===== src/rtl/match_pe_sb.sv =====
`default_nettype none
// +-----------------------------------------------------------------------------+
// | match_pe_sb -- DEPTH-entry scoreboard issuing PU_WIDTH-byte history compares |
// | Optional MATCH_PE_PERF_CNT_EN enables request/round counters.    Rev 1.0    |
// +-----------------------------------------------------------------------------+
module match_pe_sb #(
  parameter int DEPTH         = 4,
  parameter int PU_WIDTH      = 16,
  parameter int MAX_MATCH_LEN = 64,
  parameter int ADDR_WIDTH    = 16,
  parameter int JOB_ID_WIDTH  = 2,
  parameter int TAG_WIDTH     = 8,
  parameter int RD_LAT        = 2
) (
  input  logic                            clk,
  input  logic                            rst_n,
  input  logic                            i_match_req_valid,
  output logic                            o_match_req_ready,
  input  logic [JOB_ID_WIDTH-1:0]         i_match_req_job_pe_id,
  input  logic [TAG_WIDTH-1:0]            i_match_req_tag,
  input  logic [ADDR_WIDTH-1:0]           i_match_req_head_addr,
  input  logic [ADDR_WIDTH-1:0]           i_match_req_history_addr,
  output logic                            o_rd_valid,
  output logic [ADDR_WIDTH-1:0]           o_rd_head_addr,
  output logic [ADDR_WIDTH-1:0]           o_rd_history_addr,
  input  logic [PU_WIDTH*8-1:0]           i_rd_head_data,
  input  logic [PU_WIDTH*8-1:0]           i_rd_history_data,
  output logic                            o_match_resp_valid,
  input  logic                            i_match_resp_ready,
  output logic [JOB_ID_WIDTH-1:0]         o_match_resp_job_pe_id,
  output logic [TAG_WIDTH-1:0]            o_match_resp_tag,
  output logic [$clog2(MAX_MATCH_LEN):0]  o_match_resp_match_len,
  output logic [31:0]                     o_perf_req_cnt,
  output logic [31:0]                     o_perf_round_cnt
);

  localparam int IDX_W = $clog2(DEPTH);
  localparam int LEN_W = $clog2(MAX_MATCH_LEN) + 1;
  localparam int RL_W  = $clog2(PU_WIDTH) + 1;
  localparam logic [LEN_W-1:0] MAX_LEN  = LEN_W'(MAX_MATCH_LEN);
  localparam logic [RL_W-1:0]  FULL_RND = RL_W'(PU_WIDTH);

  typedef enum logic [1:0] {
    FREE     = 2'd0,
    WAIT     = 2'd1,
    INFLIGHT = 2'd2,
    DONE     = 2'd3
  } ent_state_t;

  ent_state_t              state_q [DEPTH];
  ent_state_t              state_d [DEPTH];
  logic [JOB_ID_WIDTH-1:0] job_q   [DEPTH];
  logic [TAG_WIDTH-1:0]    tag_q   [DEPTH];
  logic [ADDR_WIDTH-1:0]   head_q  [DEPTH];
  logic [ADDR_WIDTH-1:0]   hist_q  [DEPTH];
  logic [LEN_W-1:0]        len_q   [DEPTH];

  logic             any_free, any_wait, any_done;
  logic [IDX_W-1:0] free_idx, wait_idx, done_idx;
  logic             accept, issue, resp_fire;

  // Lowest-index picker per state: scanning downward leaves the lowest match last.
  always_comb begin
    any_free = 1'b0;
    any_wait = 1'b0;
    any_done = 1'b0;
    free_idx = '0;
    wait_idx = '0;
    done_idx = '0;
    for (int i = DEPTH - 1; i >= 0; i--) begin
      if (state_q[i] == FREE) begin
        any_free = 1'b1;
        free_idx = IDX_W'(i);
      end
      if (state_q[i] == WAIT) begin
        any_wait = 1'b1;
        wait_idx = IDX_W'(i);
      end
      if (state_q[i] == DONE) begin
        any_done = 1'b1;
        done_idx = IDX_W'(i);
      end
    end
  end

  // Entries are all FREE while in reset, so ready is explicitly held low there.
  assign o_match_req_ready = rst_n & any_free;
  assign accept            = i_match_req_valid & o_match_req_ready;
  assign issue             = any_wait;
  assign resp_fire         = any_done & i_match_resp_ready;

  assign o_rd_valid        = issue;
  assign o_rd_head_addr    = issue ? head_q[wait_idx] + ADDR_WIDTH'(len_q[wait_idx]) : '0;
  assign o_rd_history_addr = issue ? hist_q[wait_idx] + ADDR_WIDTH'(len_q[wait_idx]) : '0;

  assign o_match_resp_valid     = any_done;
  assign o_match_resp_job_pe_id = any_done ? job_q[done_idx] : '0;
  assign o_match_resp_tag       = any_done ? tag_q[done_idx] : '0;
  assign o_match_resp_match_len = any_done ? len_q[done_idx] : '0;

  logic             pipe_vld [RD_LAT];
  logic [IDX_W-1:0] pipe_idx [RD_LAT];

  always_ff @(posedge clk or negedge rst_n) begin
    if (!rst_n) begin
      for (int s = 0; s < RD_LAT; s++) begin
        pipe_vld[s] <= 1'b0;
        pipe_idx[s] <= '0;
      end
    end else begin
      pipe_vld[0] <= issue;
      pipe_idx[0] <= wait_idx;
      for (int s = 1; s < RD_LAT; s++) begin
        pipe_vld[s] <= pipe_vld[s-1];
        pipe_idx[s] <= pipe_idx[s-1];
      end
    end
  end

  logic [RL_W-1:0] rnd_len;
  logic            run;

  always_comb begin
    rnd_len = '0;
    run     = 1'b1;
    for (int k = 0; k < PU_WIDTH; k++) begin
      if (run && (i_rd_head_data[8*k +: 8] == i_rd_history_data[8*k +: 8])) begin
        rnd_len = rnd_len + RL_W'(1);
      end else begin
        run = 1'b0;
      end
    end
  end

  logic             res_vld;
  logic [IDX_W-1:0] res_idx;
  logic [RL_W-1:0]  res_len;

  always_ff @(posedge clk or negedge rst_n) begin
    if (!rst_n) begin
      res_vld <= 1'b0;
      res_idx <= '0;
      res_len <= '0;
    end else begin
      res_vld <= pipe_vld[RD_LAT-1];
      res_idx <= pipe_idx[RD_LAT-1];
      res_len <= rnd_len;
    end
  end

  logic [LEN_W:0]   len_sum;
  logic [LEN_W-1:0] len_new;
  logic             go_again;

  always_comb begin
    len_sum  = {1'b0, len_q[res_idx]} + (LEN_W+1)'(res_len);
    len_new  = (len_sum > {1'b0, MAX_LEN}) ? MAX_LEN : len_sum[LEN_W-1:0];
    go_again = (res_len == FULL_RND) && (len_new < MAX_LEN);
  end

  // The four events always target distinct entries since each needs a different state.
  always_comb begin
    for (int i = 0; i < DEPTH; i++) begin
      state_d[i] = state_q[i];
    end
    if (accept) begin
      state_d[free_idx] = WAIT;
    end
    if (issue) begin
      state_d[wait_idx] = INFLIGHT;
    end
    if (res_vld) begin
      state_d[res_idx] = go_again ? WAIT : DONE;
    end
    if (resp_fire) begin
      state_d[done_idx] = FREE;
    end
  end

  always_ff @(posedge clk or negedge rst_n) begin
    if (!rst_n) begin
      for (int i = 0; i < DEPTH; i++) begin
        state_q[i] <= FREE;
      end
    end else begin
      for (int i = 0; i < DEPTH; i++) begin
        state_q[i] <= state_d[i];
      end
    end
  end

  always_ff @(posedge clk or negedge rst_n) begin
    if (!rst_n) begin
      for (int i = 0; i < DEPTH; i++) begin
        job_q[i]  <= '0;
        tag_q[i]  <= '0;
        head_q[i] <= '0;
        hist_q[i] <= '0;
        len_q[i]  <= '0;
      end
    end else begin
      if (accept) begin
        job_q[free_idx]  <= i_match_req_job_pe_id;
        tag_q[free_idx]  <= i_match_req_tag;
        head_q[free_idx] <= i_match_req_head_addr;
        hist_q[free_idx] <= i_match_req_history_addr;
        len_q[free_idx]  <= '0;
      end
      if (res_vld) begin
        len_q[res_idx] <= len_new;
      end
    end
  end

`ifdef MATCH_PE_PERF_CNT_EN
  logic [31:0] req_cnt;
  logic [31:0] round_cnt;

  always_ff @(posedge clk or negedge rst_n) begin
    if (!rst_n) begin
      req_cnt   <= '0;
      round_cnt <= '0;
    end else begin
      req_cnt   <= req_cnt + 32'(accept);
      round_cnt <= round_cnt + 32'(issue);
    end
  end

  assign o_perf_req_cnt   = req_cnt;
  assign o_perf_round_cnt = round_cnt;
`else
  assign o_perf_req_cnt   = '0;
  assign o_perf_round_cnt = '0;
`endif

endmodule
`default_nettype wire


===== config.mk =====
export PLATFORM = sky130hd
export DESIGN_NAME = match_pe_sb
export DESIGN_NICKNAME = d
export VERILOG_FILES = /design/src/rtl/match_pe_sb.sv
export SDC_FILE = /design/constraint.sdc
export NUM_CORES = 1
export LEC_CHECK = 0
export CAP_MARGIN = 20
export CELL_PAD_IN_SITES_DETAIL_PLACEMENT = 1
export CELL_PAD_IN_SITES_GLOBAL_PLACEMENT = 1
export CORE_MARGIN = 2
export CORE_UTILIZATION = 33
export DETAILED_ROUTE_END_ITERATION = 6
export HOLD_SLACK_MARGIN = 0.05
export PLACE_DENSITY = 0.79
export SKIP_CTS_REPAIR_TIMING = 1
export SYNTH_ARGS = -nofsm -noshare
export SYNTH_HDL_FRONTEND = slang
export SYNTH_SLANG_ARGS = --single-unit

===== constraint.sdc =====
create_clock -name clk -period 4.2 [get_ports clk]
set_input_delay 0.42 -clock clk [delete_from_list [all_inputs] [get_ports clk]]
set_output_delay 0.42 -clock clk [all_outputs]
set_load 0.005 [all_outputs]

==> run_results.csv <==
group,metric,value,unit
detailed_routing,drt-pass1-iter-count,7,
synth,post_synth_num_cell_types,67,
power_and_ir_drop,irDropWorstVdd,0.435,mV
clock_network,cts.path.max_buffers,3,
sta,setup_viol,24,
critical_path,critical_path_peak_fanout,3,
detailed_routing,route.detailed.vias_per_inst,5.39,
critical_path,worst_setup_path_end_kind,"flip-flop",
critical_path,timing.critical_path.slowest_cell_delay,340,ps
outcome,violations,"setup timing",
global_route,grt_util_met2,45.8,%
synth,synth_area,0.0140,mm2
clock_network,cts_tree,"yes",
clock_network,clk_root_buffer_cell,"sky130_fd_sc_hd__clkbuf_16",
die,die_x,210,um
detailed_routing,detail_route.drc_violations,0,
detailed_routing,via_count,13900,
finish,fin_nets,2354,
sta,max_freq,130,MHz
die,io_pins,418,
clock_network,cts_made_buffers,25,
die,core-area,0.0419,mm2
flow_run,max_cap_viol_count,0,
synth,async_flop_share,100,%
global_route,global_route.usage.met3,3.81,%
clock_network,clkSlewWorstSetupHoldPaths,60,ps
placed_design,placement.io_buffers,353,
detailed_routing,detailedRoute.firstIterationViolations,890,
synth,syn_inst_count,1465,
synth,synth.yosys.seq_area_share,38.9,%
critical_path,critical_path.startpoint_type,"primary input",
synth,yosysWarningCount,0,
die,die_area,0.0441,mm2
global_route,grt_remaining_overflow,0,
global_route,grt_pass1_vias,15000,
global_route,global_route.peak_usage_layer,"met2",
global_route,global_route_wire_length_before_repair,82600,um
global_route,global_route.usage.total,23.9,%
sta,post-route-min-period,7690,ps
power_and_ir_drop,power_density,725,mW/mm2
detailed_routing,route.antenna.remaining_nets,0,
die,initial_utilization,33.4,%
clock_network,htreeDepth,1,
finish,nFillCells,4682,
power_and_ir_drop,post-layout-total-power,15.4,mW
critical_path,timing.critical_path.required,4640,ps
finish,drive_gt1_share,27.6,%
synth,synth-edff-count,0,
die,core.rowCount,75,
placed_design,globalplace.congestion,0.841,
global_route,use_met1,25.9,%
synth,avgSynthCellArea,9.56,um2
critical_path,cpMaxStageDelayCell,"sky130_fd_sc_hd__ha_1",
sta,finalWorstSetupSlack,-3490,ps
die,die_height,210,um
sta,slew_violations,0,
critical_path,crit_path_frequent_cell,"sky130_fd_sc_hd__ha_4",
synth,synth-seq-cells,218,
sta,finClkSkew,12.1,ps
finish,n_antenna_cell,0,
clock_network,clock_sinks,218,
placed_design,worst_slack_at_placement,-4360,ps
hold_path,holdCritPathClass,"reg -> reg",
sta,timing.max_slew.rel_slack,35.9,%
critical_path,worst-endpoint-arrival,8140,ps
global_route,antenna_found_initial,1,
global_route,largest_net_degree_at_the_start_of_global_routing,154,
detailed_routing,total_wire_length_after_detailed_routing,58600,um
placed_design,hpwl,39300,um
outcome,status,"finished, violations left",
sta,worst_pin_slew,961,ps
power_and_ir_drop,power.leakage,10.0,nW
critical_path,criticalPathCategory,"in -> reg",
sta,final.period_utilization,183,%
critical_path,setup.reg_to_reg.worst_slack,160,ps
synth,synth_flop_cell,"sky130_fd_sc_hd__dfrtp_1",
clock_network,insertion_delay,530,ps
sta,grt_setup_unrepaired,"yes",
detailed_routing,avgRoutedWirePerCell,22.8,um
sta,report.final.hold_viol_count,0,
finish,area_growth_from_synthesis_to_layout,51.6,%
==> cells by family (layout without fill, tap and decap cells) <==
kind of cell               Yosys count  in the layout  share of synthesized area, %
muxes                              164            164                          13.6
adders and majority gates           38             38                          3.51
AOI/OAI and AO/OA                  214            214                          10.3
other                                1             64                        0.0268
and+or+nand+nor                    502            502                          16.6
buffers and inverters              150            657                          5.74
xor gates and xnor gates           178            178                          11.2
DFF                                218            218                          38.9
==> final timing paths <==
| kind | from | end | cells past startpoint |
|---|---|---|---|
| max in group asynchronous | rst_n | len_q[15] | 3 |
| max reg2reg | res_idx[0] | state_q[5] | 11 |
| min | pipe_idx[0] | res_idx[0] | 0 |
| min in group asynchronous | rst_n | head_q[39] | 2 |
| max | i_rd_head_data[9] | res_len[4] | 44 |
| min reg2reg | pipe_idx[0] | res_idx[0] | 0 |
==> final cells by class <==
type / instances / area [um2] / area share (%)
inverters: 28 / 108 / 0.507
well taps: 539 / 674 / 3.18
repair buffers: 584 / 5400 / 25.4
multi-input cells: 1160 / 8650 / 40.7
clock inverters: 15 / 259 / 1.22
clock buffers: 30 / 684 / 3.22
flip-flops and latches: 218 / 5460 / 25.7
==> sequential cells by signal (all words and copies together), names as in the netlist, 4 cells and up <==
name,cells
head_q,64
hist_q,64
tag_q,32
len_q,28
job_q,8
state_q,8
res_len,5
pipe_idx,4
==> through the flow <==
step	cell area (um2)	TNS (ps)	utilization, %	std cells	hold WS (ps)
2_1_floorplan	14300	-11420	-	1528	124
3_3_place_gp	19300	-17440	46.0	2489	333
3_5_place_dp	19300	-20460	46.0	2489	336
4_1_cts	20200	-33520	48.2	2534	-75.2
5_1_grt	21200	-21000	50.6	2574	364
6_report	21200	-17700	50.6	2574	342
==> layout by cell type (no fill, tap or decap), drive strengths merged, types with 13 or more instances in the layout <==
cell type / n
nor3: 36
o22ai: 39
clkbuf: 48
xnor2: 105
nor2: 108
a21o: 17
mux2: 130
nand4: 25
a21oi: 49
conb: 64
o21ai: 36
nand2: 226
dlymetal6s2s: 59
nand3: 25
dfrtp: 218
clkdlybuf4s50: 267
mux2i: 26
nor4: 23
ha: 32
a222oi: 16
xor2: 72
a221oi: 18
inv: 27
nand2b: 13
buf: 239
==> critical path: cells and delay by family <==
kind | cells | cell delay, ps
AOI/OAI and AO/OA | 11 | 1800
xor gates and xnor gates | 2 | 310
adders and majority gates | 12 | 3220
buffers and inverters | 5 | 560
muxes | 5 | 780
and+or+nand+nor | 9 | 1040
==> cell usage after synthesis, drive strengths merged, types with 3 or more instances <==
cell | n | share of area, %
a21boi | 4 | 0.21
buf | 71 | 3.6
nand4 | 25 | 1.1
nor3b | 3 | 0.16
ha | 32 | 2.9
nor3 | 36 | 1.4
o22ai | 39 | 1.7
dfrtp | 218 | 39
a21oi | 49 | 1.8
xor2 | 72 | 4.5
mux2 | 130 | 10
mux2i | 26 | 1.9
o21a | 5 | 0.27
fa | 3 | 0.43
and3 | 7 | 0.31
nor2 | 108 | 2.9
a222oi | 16 | 1.1
o41ai | 3 | 0.19
a22oi | 3 | 0.16
nand2b | 13 | 0.58
maj3 | 3 | 0.22
nor4 | 23 | 1.3
clkbuf | 51 | 1.4
a221oi | 18 | 1.1
inv | 27 | 0.72
xnor2 | 105 | 6.6
a31oi | 3 | 0.13
nand3 | 25 | 0.89
o21ai | 36 | 1.3
nand3b | 4 | 0.21
nor2b | 9 | 0.40
or3 | 3 | 0.13
a21o | 17 | 0.91
and2 | 9 | 0.40
o21bai | 4 | 0.21
o2111ai | 3 | 0.19
mux4 | 8 | 1.3
nand2 | 226 | 6.1
==> per-layer routing <==
metal	up-vias	part of all wire (%)
met5	-	0.012
met4	2	4.5
met3	185	5.8
met2	593	54
met1	6968	36
li1	6132	-
==> power breakdown <==
| part | leakage [nW] | switching (mW) | internal, mW |
|---|---|---|---|
| combinational | 6.82 | 4.56 | 4.49 |
| sequential | 2.72 | 0.723 | 3.07 |
| clock | 0.461 | 0.953 | 1.59 |
No activity file was read; power rests on OpenSTA's default activity.
